--- src/rtl/pwm_cfg_pkg.sv ---
// Shared register map, scheduler state encoding and register-bank type for pwm_cfg_scheduler.
package pwm_cfg_pkg;

  localparam logic [6:0] ADDR_EN_LO   = 7'd0;
  localparam logic [6:0] ADDR_EN_HI   = 7'd1;
  localparam logic [6:0] ADDR_MODE_LO = 7'd2;
  localparam logic [6:0] ADDR_MODE_HI = 7'd3;
  localparam logic [6:0] ADDR_DUTY    = 7'd4;
  localparam logic [6:0] MAX_ADDR     = 7'd4;

  typedef enum logic [1:0] {
    IDLE    = 2'd0,
    PENDING = 2'd1,
    COMMIT  = 2'd2
  } state_t;

  typedef struct packed {
    logic [7:0] duty;
    logic [7:0] mode_hi;
    logic [7:0] mode_lo;
    logic [7:0] en_hi;
    logic [7:0] en_lo;
  } regbank_t;

  // Unmapped addresses leave the bank untouched.
  function automatic regbank_t bank_write(input regbank_t b, input logic [6:0] addr,
                                          input logic [7:0] data);
    regbank_t r;
    r = b;
    case (addr)
      ADDR_EN_LO:   r.en_lo   = data;
      ADDR_EN_HI:   r.en_hi   = data;
      ADDR_MODE_LO: r.mode_lo = data;
      ADDR_MODE_HI: r.mode_hi = data;
      ADDR_DUTY:    r.duty    = data;
      default:      r = b;
    endcase
    return r;
  endfunction

endpackage

--- src/rtl/pwm_timebase.sv ---
// PWM prescaler and period counter; flags each counter step (tick) and the period wrap (boundary).
module pwm_timebase #(
  parameter int PRESCALE   = 3000,
  parameter int PERIOD_MAX = 254
) (
  input  logic       clk,
  input  logic       rst,
  output logic [7:0] pwm_cnt,
  output logic       tick,
  output logic       boundary
);

  localparam int PW = (PRESCALE > 1) ? $clog2(PRESCALE) : 1;
  localparam logic [PW-1:0] PRE_LAST = PW'(PRESCALE - 1);
  localparam logic [7:0]    CNT_LAST = 8'(PERIOD_MAX);

  logic [PW-1:0] presc_q, presc_d;
  logic [7:0]    cnt_q, cnt_d;

  assign tick     = (presc_q == PRE_LAST);
  assign boundary = tick && (cnt_q == CNT_LAST);
  assign pwm_cnt  = cnt_q;

  always_comb begin
    presc_d = tick ? '0 : presc_q + 1'b1;
    cnt_d   = cnt_q;
    if (tick) begin
      cnt_d = (cnt_q == CNT_LAST) ? 8'd0 : cnt_q + 8'd1;
    end
  end

  always_ff @(posedge clk) begin
    if (rst) begin
      presc_q <= '0;
      cnt_q   <= 8'd0;
    end else begin
      presc_q <= presc_d;
      cnt_q   <= cnt_d;
    end
  end

endmodule

--- src/rtl/pwm_cfg_scheduler.sv ---
// Stages register writes in a shadow bank and commits them at PWM period boundaries.
// Define ERR_COUNT_EN to add the saturating illegal-write counter output err_cnt.
module pwm_cfg_scheduler #(
  parameter int PRESCALE   = 3000,
  parameter int MAX_ADDR   = 4,
  parameter int PERIOD_MAX = 254
) (
  input  logic        clk,
  input  logic        rst,
  input  logic        wr_valid,
  output logic        wr_ready,
  input  logic [6:0]  wr_addr,
  input  logic [7:0]  wr_data,
  output logic        wr_err,
  output logic        commit,
  output logic        pending,
  output logic [7:0]  pwm_cnt,
  output logic [15:0] out_pins
`ifdef ERR_COUNT_EN
  ,
  output logic [7:0]  err_cnt
`endif
);

  import pwm_cfg_pkg::state_t;
  import pwm_cfg_pkg::regbank_t;
  import pwm_cfg_pkg::bank_write;
  import pwm_cfg_pkg::IDLE;
  import pwm_cfg_pkg::PENDING;
  import pwm_cfg_pkg::COMMIT;

  localparam logic [6:0] ADDR_LIMIT = 7'(MAX_ADDR);

  state_t      state_q, state_d;
  regbank_t    shadow_q, shadow_d;
  regbank_t    active_q, active_d;
  logic        pending_q, pending_d;
  logic        wr_err_q, commit_q;
  logic [15:0] out_pins_q, out_d;
  logic        boundary;
  logic        tick_unused;
  logic        xfer, legal, pwm_lvl;
  logic [15:0] en, mode;

  pwm_timebase #(
    .PRESCALE   (PRESCALE),
    .PERIOD_MAX (PERIOD_MAX)
  ) u_timebase (
    .clk      (clk),
    .rst      (rst),
    .pwm_cnt  (pwm_cnt),
    .tick     (tick_unused),
    .boundary (boundary)
  );

  // No transfer during the copy cycle, so nothing can race active <= shadow.
  assign wr_ready = !rst && (state_q != COMMIT);
  assign xfer     = wr_valid && wr_ready;
  assign legal    = (wr_addr <= ADDR_LIMIT);

  always_comb begin
    state_d   = state_q;
    shadow_d  = shadow_q;
    active_d  = active_q;
    pending_d = pending_q;
    if (xfer && legal) begin
      shadow_d = bank_write(shadow_q, wr_addr, wr_data);
    end
    case (state_q)
      IDLE: begin
        if (xfer && legal) begin
          state_d   = PENDING;
          pending_d = 1'b1;
        end
      end
      PENDING: begin
        if (boundary) state_d = COMMIT;
      end
      COMMIT: begin
        active_d  = shadow_q;
        pending_d = 1'b0;
        state_d   = IDLE;
      end
      default: state_d = IDLE;
    endcase
  end

  assign en      = {active_q.en_hi, active_q.en_lo};
  assign mode    = {active_q.mode_hi, active_q.mode_lo};
  assign pwm_lvl = (active_q.duty == 8'h00) ? 1'b0 :
                   (active_q.duty == 8'hFF) ? 1'b1 : (pwm_cnt < active_q.duty);

  for (genvar gi = 0; gi < 16; gi++) begin : g_pin
    assign out_d[gi] = en[gi] & (mode[gi] ? pwm_lvl : 1'b1);
  end

  always_ff @(posedge clk) begin
    if (rst) begin
      state_q    <= IDLE;
      shadow_q   <= '0;
      active_q   <= '0;
      pending_q  <= 1'b0;
      wr_err_q   <= 1'b0;
      commit_q   <= 1'b0;
      out_pins_q <= 16'h0000;
    end else begin
      state_q    <= state_d;
      shadow_q   <= shadow_d;
      active_q   <= active_d;
      pending_q  <= pending_d;
      wr_err_q   <= xfer && !legal;
      commit_q   <= (state_q == PENDING) && boundary;
      out_pins_q <= out_d;
    end
  end

  assign wr_err   = wr_err_q;
  assign commit   = commit_q;
  assign pending  = pending_q;
  assign out_pins = out_pins_q;

`ifdef ERR_COUNT_EN
  logic [7:0] err_cnt_q;

  always_ff @(posedge clk) begin
    if (rst) begin
      err_cnt_q <= 8'd0;
    end else if (xfer && !legal && (err_cnt_q != 8'hFF)) begin
      err_cnt_q <= err_cnt_q + 8'd1;
    end
  end

  assign err_cnt = err_cnt_q;
`endif

endmodule

--- config.mk ---
export PLATFORM = sky130hd
export DESIGN_NAME = pwm_cfg_scheduler
export DESIGN_NICKNAME = d
export VERILOG_FILES = /design/src/rtl/pwm_cfg_pkg.sv /design/src/rtl/pwm_timebase.sv /design/src/rtl/pwm_cfg_scheduler.sv
export SDC_FILE = /design/constraint.sdc
export NUM_CORES = 1
export LEC_CHECK = 0
export CAP_MARGIN = 20
export CORE_MARGIN = 8
export CORE_UTILIZATION = 35
export CTS_CLUSTER_SIZE = 14
export DETAILED_ROUTE_END_ITERATION = 12
export HOLD_SLACK_MARGIN = 0.06
export PLACE_DENSITY = 0.58
export SKIP_LAST_GASP = 1
export SYNTH_ARGS = -nofsm -noshare
export SYNTH_HDL_FRONTEND = slang
export SYNTH_SLANG_ARGS = --single-unit
--- constraint.sdc ---
create_clock -name clk -period 2.6 [get_ports clk]
set_input_delay 0.52 -clock clk [delete_from_list [all_inputs] [get_ports clk]]
set_output_delay 0.52 -clock clk [all_outputs]
set_load 0.02 [all_outputs]
==> results.json <==
{
  "status": "complete, no violations",
  "rsz0062_at_grt": "no",
  "crit_type": "reg2out",
  "ant_nets": 0,
  "yosysWarningCount": 0,
  "vias_per_cell": 4.98,
  "clock_skew_ps": 7.78,
  "worstHoldPathType": "reg2reg",
  "die_x_um": 133,
  "hold_buffers": 0,
  "post_cts_buffers": 0,
  "antenna_found_initial": 0,
  "dp.cells": 758,
  "dr.pass1.iters": 4,
  "fin_util": 0.437,
  "vias": 3933,
  "cts_tree": "done",
  "track_usage": 0.129,
  "diodes": 0,
  "p_switching_mw": 0.930,
  "rr_endpoint": "u_timebase.pwm_cnt[3]",
  "max_clock_freq_mhz": 452,
  "worst_pin_slew_ps": 828,
  "end_kind": "primary output",
  "synthesis.area_um2": 4810,
  "cts_sinks": 121,
  "power.density_nw_per_um2": 687,
  "peakVddDrop_v": 0.000360,
  "dieArea_um2": 17800,
  "required_ps": 2080,
  "synth_seq_cells": 121,
  "final_nets": 625,
  "async_reset_ff_frac": 0,
  "avgSynthCellArea_um2": 8.64,
  "synth-seq-area-share": 0.503,
  "grt_pass1_vias": 3979,
  "hold_viol": 0,
  "internal_power_mw": 3.17,
  "clk-insertion-delay-late_ps": 400,
  "cts_resized": 0,
  "p_leak_nw": 2.11,
  "grt_pass1_wl_um": 18900,
  "slew_viol_final": 0,
  "syn_to_final_growth_pct": 24.1,
  "grt_max_degree": 81,
  "synth_cells": 557,
  "timing.rr.start": "u_timebase.presc_q[0]",
  "ys_types": 44,
  "htreeDepth": 4,
  "drive_gt1_frac": 0.0902,
  "slew-limit-headroom": 0.448,
  "switching_share": 0.227,
  "numCtsBuffers": 17,
  "crit_start": "state_q[1]",
  "drt_iter0_drc": 248,
  "filler_cell_count": 1375,
  "fin_cells": 790,
  "endpoint": "wr_ready",
  "clockBufferDepth": 2,
  "overflow": 0,
  "synthFlopType": "dfxtp_1",
  "period_minus_slack_ps": 2210,
  "dp_hpwl_um": 7680,
  "core_um2": 13700,
  "pwr-share-clk": 0.518,
  "maxCapViolations": 0,
  "setup_violations": 0,
  "pwr-share-comb": 0.027,
  "setup_tns_ps": 0,
  "wl_per_cell_um": 14.0,
  "drc_errors": 0,
  "start_util": 0.352,
  "hp-start": "active_q[3]",
  "placementRows": 43,
  "die_h_um": 133,
  "clk_pin_slew_ps": 60,
  "startpoint_type": "flip-flop",
  "post-route-period-util": 0.851,
  "arrival_ps": 1690,
  "crit_fanout": 3,
  "root_buffer": "clkbuf_16",
  "io_buffer_count": 45,
  "synth_nets": 585,
  "rrSetupSlack_ps": 530,
  "pwr-share-seq": 0.455,
  "gp_congestion": 0.773,
  "drt_wl_total_um": 11000,
  "synth-edff-count": 0,
  "rr_worst_depth": 5,
  "io_pins": 46
}
through the flow:
stage          instance area (um2)  power [mW]  hold slack (ps)  worst slack (ps)
2_1_floorplan                 4810        1.96              409               700
3_3_place_gp                  5430        2.02              420               239
3_5_place_dp                  5430        2.02              422               202
4_1_cts                       5980        4.16              430               326
5_1_grt                       5980        4.26              448               286
6_report                      5980        4.10              427               387
power groups by stage:
stage	clock network [mW]	logic [mW]	registers [mW]
finish	2.13	0.112	1.87
global route	2.27	0.122	1.87
CTS	2.18	0.112	1.87
detailed placement	0	0.112	1.91
global placement	0	0.112	1.91
floorplan	0	0.0547	1.91
worst max-delay path: stages (launching register included):
cell	delay, ps
dfxtp_1	320
nor2b_2	160
nor2_1	170
clkdlybuf4s50_1	640
per-layer routing:
metal	up-vias	part of all wire	track usage
li1	2005	-	-
met1	1864	0.50	0.162
met2	53	0.45	0.199
met3	11	0.039	0.0437
met4	0	0.012	0.0505
met5	-	0	0
final cells by class:
cell class / count / area [um2] / area share
Timing Repair Buffer: 56 / 528 / 0.0884
Tap cell: 180 / 225 / 0.0377
Clock inverter: 13 / 97.6 / 0.0163
Inverter: 27 / 101 / 0.0170
Clock buffer: 19 / 453 / 0.0758
Sequential cell: 121 / 2420 / 0.405
Multi-Input combinational cell: 374 / 2150 / 0.360
registers in the layout, summed over array words and instances (netlist names):
register,count
state_q,2
commit,1
active_q,40
pending,1
shadow_q,40
wr_err,1
u_timebase.presc_q,12
u_timebase.pwm_cnt,8
out_pins,16
layout by cell type (no fill, tap or decap), types with 6 or more instances in the layout:
cell type	n
nor4_1	6
buf_4	11
nand3_1	21
nand2_1	127
a311oi_1	16
ha_1	10
nor2_1	17
mux2i_1	24
o21ai_0	23
clkbuf_16	17
xnor2_1	8
dfxtp_1	121
inv_1	26
nor3_1	8
clkdlybuf4s50_1	44
a21oi_1	64
nand4_1	8
cells in the mapped netlist, types with 8 or more instances:
cell      instances  area, um2
nand4_1           8       50.1
nand2_1         127        477
a311oi_1         16        140
o21ai_0          23        115
mux2i_1          24        240
a21oi_1          64        320
inv_1            26       97.6
nand3_1          21        105
nor3_1            8       40.0
ha_1             10        125
nor2_1           17       63.8
dfxtp_1         121       2420
clkbuf_1         27        101
xnor2_1           8       70.1
worst min path at each step:
stage | endpoint | slack [ps] | depth (start not counted)
global placement | out_pins[0] | 420 | 2
CTS | out_pins[3] | 430 | 2
finish | out_pins[3] | 430 | 2
global route | pending | 450 | 3
floorplan | out_pins[0] | 410 | 2
detailed placement | out_pins[3] | 420 | 2
cells by family after synthesis:
group | count (synthesis) | share of synthesized area
AND/OR/NAND/NOR | 217 | 0.214
flip-flops | 121 | 0.503
AO/OA/AOI/OAI | 114 | 0.139
buffers and inverters | 62 | 0.0512
multiplexers | 24 | 0.0499
adder cells (fa/ha/maj) | 10 | 0.0260
XOR/XNOR | 9 | 0.0164
(Power assumes the default switching activity.)
